<file path="src/rtl/dii_packet_receiver.sv">
// DII slave endpoint: buffers one first/last-delimited packet of 16-bit flits and
// holds header, payload, length and error flag until acknowledged. Optional
// statistics counters are enabled by defining DII_RX_STATS_EN.
module dii_packet_receiver #(
  parameter int MAX_LEN = 8
) (
  input  logic                          clk,
  input  logic                          rst,
  input  logic [15:0]                   in_data,
  input  logic                          in_first,
  input  logic                          in_last,
  input  logic                          in_valid,
  output logic                          in_ready,
  output logic                          out_valid,
  input  logic                          out_ack,
  output logic [15:0]                   out_dest,
  output logic [15:0]                   out_src,
  output logic [15:0]                   out_flags,
  output logic [16*(MAX_LEN-3)-1:0]     out_payload,
  output logic [$clog2(MAX_LEN+1)-1:0]  out_len,
`ifdef DII_RX_STATS_EN
  input  logic                          stat_clr,
  output logic [15:0]                   stat_pkts,
  output logic [15:0]                   stat_errs,
`endif
  output logic                          out_err
);

  localparam int CW = $clog2(MAX_LEN+1);

  typedef enum logic [1:0] {IDLE, RECV, DROP, DONE} state_t;

  state_t        state_q, state_d;
  logic [CW-1:0] count_q, count_d;
  logic [15:0]   mem_q [MAX_LEN];
  logic [15:0]   mem_d [MAX_LEN];
  logic          err_q, err_d;
  logic          out_valid_q, out_valid_d;
  logic          in_ready_q, in_ready_d;
  logic          xfer_s;

  assign xfer_s = in_valid & in_ready_q;

  always_comb begin
    state_d     = state_q;
    count_d     = count_q;
    mem_d       = mem_q;
    err_d       = err_q;
    case (state_q)
      IDLE, RECV, DROP: begin
        if (xfer_s && in_first) begin
          // A first flit always restarts, abandoning any partial packet.
          mem_d    = '{default: 16'h0000};
          mem_d[0] = in_data;
          count_d  = CW'(1);
          err_d    = in_last;
          state_d  = in_last ? DONE : RECV;
        end else if (xfer_s && state_q == RECV) begin
          if (count_q < CW'(MAX_LEN)) begin
            for (int i = 0; i < MAX_LEN; i++) begin
              if (count_q == CW'(i)) begin
                mem_d[i] = in_data;
              end else begin
                mem_d[i] = mem_q[i];
              end
            end
            count_d = count_q + CW'(1);
            if (in_last) begin
              state_d = DONE;
              err_d   = (count_q < CW'(2));
            end else begin
              state_d = RECV;
            end
          end else begin
            err_d   = 1'b1;
            state_d = in_last ? DONE : DROP;
          end
        end else if (xfer_s && state_q == DROP) begin
          state_d = in_last ? DONE : DROP;
        end else begin
          state_d = state_q;
        end
      end
      DONE: begin
        if (out_ack) begin
          state_d = IDLE;
          count_d = '0;
          mem_d   = '{default: 16'h0000};
          err_d   = 1'b0;
        end else begin
          state_d = DONE;
        end
      end
      default: begin
        state_d = IDLE;
        count_d = '0;
        mem_d   = '{default: 16'h0000};
        err_d   = 1'b0;
      end
    endcase
    out_valid_d = (state_d == DONE);
    in_ready_d  = (state_d != DONE);
  end

  always_ff @(posedge clk) begin
    if (rst) begin
      state_q     <= IDLE;
      count_q     <= '0;
      mem_q       <= '{default: 16'h0000};
      err_q       <= 1'b0;
      out_valid_q <= 1'b0;
      in_ready_q  <= 1'b1;
    end else begin
      state_q     <= state_d;
      count_q     <= count_d;
      mem_q       <= mem_d;
      err_q       <= err_d;
      out_valid_q <= out_valid_d;
      in_ready_q  <= in_ready_d;
    end
  end

  assign in_ready  = in_ready_q;
  assign out_valid = out_valid_q;
  assign out_err   = err_q;
  assign out_len   = count_q;
  assign out_dest  = mem_q[0];
  assign out_src   = mem_q[1];
  assign out_flags = mem_q[2];

  for (genvar g = 3; g < MAX_LEN; g++) begin : g_payload
    assign out_payload[16*(g-3) +: 16] = mem_q[g];
  end

`ifdef DII_RX_STATS_EN
  logic [15:0] stat_pkts_q, stat_errs_q;
  logic        done_entry_s;

  assign done_entry_s = (state_q != DONE) && (state_d == DONE);

  // Saturating packet/error counters; clear takes priority over counting.
  always_ff @(posedge clk) begin
    if (rst || stat_clr) begin
      stat_pkts_q <= 16'h0000;
      stat_errs_q <= 16'h0000;
    end else if (done_entry_s) begin
      if (stat_pkts_q != 16'hFFFF) stat_pkts_q <= stat_pkts_q + 16'h0001;
      if (err_d && stat_errs_q != 16'hFFFF) stat_errs_q <= stat_errs_q + 16'h0001;
    end
  end

  assign stat_pkts = stat_pkts_q;
  assign stat_errs = stat_errs_q;
`endif

endmodule

</file>
<file path="config.mk">
export PLATFORM = sky130hd
export DESIGN_NAME = dii_packet_receiver
export DESIGN_NICKNAME = d
export VERILOG_FILES = /design/src/rtl/dii_packet_receiver.sv
export SDC_FILE = /design/constraint.sdc
export NUM_CORES = 1
export LEC_CHECK = 0
export CAP_MARGIN = 20
export CORE_ASPECT_RATIO = 1.5
export CORE_MARGIN = 3
export CORE_UTILIZATION = 47
export DETAILED_ROUTE_END_ITERATION = 16
export PLACE_DENSITY_LB_ADDON = 0.2
export SYNTH_ARGS = -nofsm -noshare
export SYNTH_HDL_FRONTEND = slang
export SYNTH_SLANG_ARGS = --single-unit
</file>
<file path="constraint.sdc">
create_clock -name clk -period 2.1 [get_ports clk]
set_clock_uncertainty 0.1 [all_clocks]
set_input_delay 0.42 -clock clk [delete_from_list [all_inputs] [get_ports clk]]
set_output_delay 0.42 -clock clk [all_outputs]
set_load 0.05 [all_outputs]
</file>
==> reports/results.tsv <==
stage	metric	value	unit
pwr	ir_drop	0.837	mV
global_route	overflow	0	
sta	rsz0062_at_grt	no	
critical_path	r2r_start	state_q[0]	
floorplanning	coreArea	11200	um^2
routing	drt_iter0_drc	152	
critical_path	path_delay_family	buffers and inverters	
sta	hold_viol	0	
pwr	p_total	7170	uW
clocking	cts_buffers	17	
layout	postLayoutCoreUtil	73.2	%
synthesis	syn_area	5420	um^2
sta	fin_crit_sh	98.8	%
synthesis	synthMuxAreaShare	23.8	%
floorplanning	io_pins	157	
routing	wirelength	15700	um
critical_path	critPathLaunchType	flip-flop	
global_route	grt_pass1_wl	24500	um
clocking	clk_latency	0.42	ns
pwr	leakage	0.00474	uW
synthesis	synth_cell_types	42	
floorplanning	dieWidth	93.6	um
synthesis	synth_compound_area_share	4.99	%
clocking	clkTransAtPathRegs	0.06	ns
synthesis	ys_warn_count	0	
sta	relSlewSlack	64.2	%
status	status	finished clean	
synthesis	synthAdderAreaFrac	0.924	%
routing	vias	4513	
sta	fmax	482	MHz
synthesis	ys.flop_type	dfxtp_1	
critical_path	cp_max_fo	2	
global_route	track_usage	24.9	%
synthesis	synth_top_family_by_area	multiplexers	
routing	drc	0	
pwr	power_density	877	nW/um^2
synthesis	synth-async-reset-ratio	0	%
critical_path	crit_start	out_payload[14]	
floorplanning	std_cell_rows	47	
clocking	cts_root_buffer	clkbuf_16	
placement	dp_hpwl	10900	um
sta	slew_violations	0	
critical_path	crit_type	reg -> out	
layout	area_delta_synth_final	51.0	%
synthesis	synth_seq_cells	137	
synthesis	synth_edf_count	0	
layout	fillers	814	
clocking	cts_tree	yes	
critical_path	critical_path.slowest_cell	clkdlybuf4s50_1	
synthesis	postSynthAreaPerCell	10.2	um^2
floorplanning	die_area	12900	um^2
synthesis	synth-simple-area-share	14.2	%
critical_path	worstPathCellList	clkdlybuf4s50_1	
sta	period_needed	2.08	ns
floorplanning	die_h	137	um
worst_hold_path	hp-start	out_payload[31]	
synthesis	synthXorXnorAreaFrac	0	%
sta	setup_slack	0.0246	ns
routing	drt-wirelength-per-cell	18.1	um
layout	layout-drive-gt1-share	13.7	%
routing	vias_per_cell	5.19	
clocking	ctsLongestPathBuffers	2	
synthesis	synth_top_cell_by_area	dfxtp_1	
sta	whs	0.357	ns
placement	routabilityCongestion	0.910	
global_route	grt_pass1_vias	4766	
sta	finalSetupViolations	0	
sta	fin_tns_setup	0	ns
synthesis	yosysMostFrequentCell	nand2_1	
critical_path	worstPathArrival	1.56	ns
synthesis	yosysSeqAreaShare	50.6	%
placement	dp_slack	-0.384	ns
synthesis	synth_top_cell_area_share	50.6	%
global_route	grt_start_max_net_pins	35	
critical_path	cp_num_buf_inv	1	
worst_hold_path	hold_path_class	reg -> reg	
routing	dr.pass1.iters	4	
clocking	cts-hold-fix-buffers	0	
critical_path	cp_slowest_stage_delay	0.80	ns
layout	diodes	0	
synthesis	ys_top_cells_by_area	dfxtp_1, mux2i_1, nand2_1, buf_6, a21oi_4	
sta	worst_slew_pin_slew	0.537	ns
synthesis	netlist_top_cells_count	nand2_1, dfxtp_1, mux2i_1	
synthesis	synthCells	529	
global_route	antenna_found_initial	0	
run	drv_cap	0	
routing	drtAntennaViolNets	0	
critical_path	cp-end-kind	output pin	
clocking	htreeDepth	4	
placement	io_buffers	156	
synthesis	synth_nets	555	
clocking	cts.sinks	137	
layout	fin_nets	735	
critical_path	critPathRequiredTime	1.58	ns
floorplanning	start_util	48.5	%
-- metal layers --
layer,vias up,global-route usage (%),part of all wire [%]
met1,2166,26.2,37
li1,2131,-,-
met3,47,7.98,6.7
met4,0,11.6,3.2
met2,169,44.7,53
met5,-,0,0
-- metrics by stage --
stage	instances	cell area, um^2
5_1_grt	869	8180
2_1_floorplan	529	5420
3_3_place_gp	833	7370
3_5_place_dp	833	7370
6_report	869	8180
4_1_cts	865	7960
-- cells by family after synthesis --
kind of cell,count (synthesis)
AO/OA/AOI/OAI,31
AND/OR/NAND/NOR,190
buffers and inverters,38
multiplexers,129
flip-flops,137
adder cells (fa/ha/maj),4
-- registers in the layout (all words and copies together) (netlist names) --
register     count
out_payload     80
out_dest        16
out_flags       16
out_src         16
out_len          4
state_q          2
in_ready         1
out_err          1
out_valid        1
-- layout by cell type, fill, tap and decap left out, types with 5 or more instances in the layout --
| cell | instances |
|---|---|
| buf_12 | 24 |
| buf_4 | 30 |
| bufinv_16 | 5 |
| clkbuf_16 | 17 |
| clkdlybuf4s50_1 | 26 |
| dfxtp_1 | 137 |
| dlygate4sd2_1 | 54 |
| dlymetal6s2s_1 | 60 |
| mux2i_1 | 129 |
| nand2_1 | 172 |
| o21ai_0 | 5 |
-- final timing paths --
| path | end | slack [ns] | depth (start not counted) |
|---|---|---|---|
| worst max-delay path | out_payload[14] | 0.02 | 1 |
| worst min-delay path | out_payload[31] | 0.36 | 2 |
| worst max register to register | out_payload[14] | 0.18 | 7 |
| worst min register to register | out_payload[31] | 0.36 | 2 |
-- final cells by class --
class	count	area, um^2	area share [%]
clock buffers	18	439	5.37
clock inverters	14	220	2.69
inverters	5	21.3	0.260
multi-input cells	354	2380	29.1
flip-flops and latches	137	2740	33.5
well taps	147	184	2.25
repair buffers	194	2190	26.8
-- what timing repair did --
item,in CTS,in global routing
hold endpoints to repair,0,0
buffers inserted,0,4
setup endpoints to repair,54,96
resized for setup,54,60
-- power by group --
group,total [uW],leakage [uW],internal [uW],switching [uW]
logic,1110,0.00332,414,694
registers,2770,0.00111,2700,69.1
clock network,3290,0.000309,2150,1150
Power figures use the tool's default switching activity.
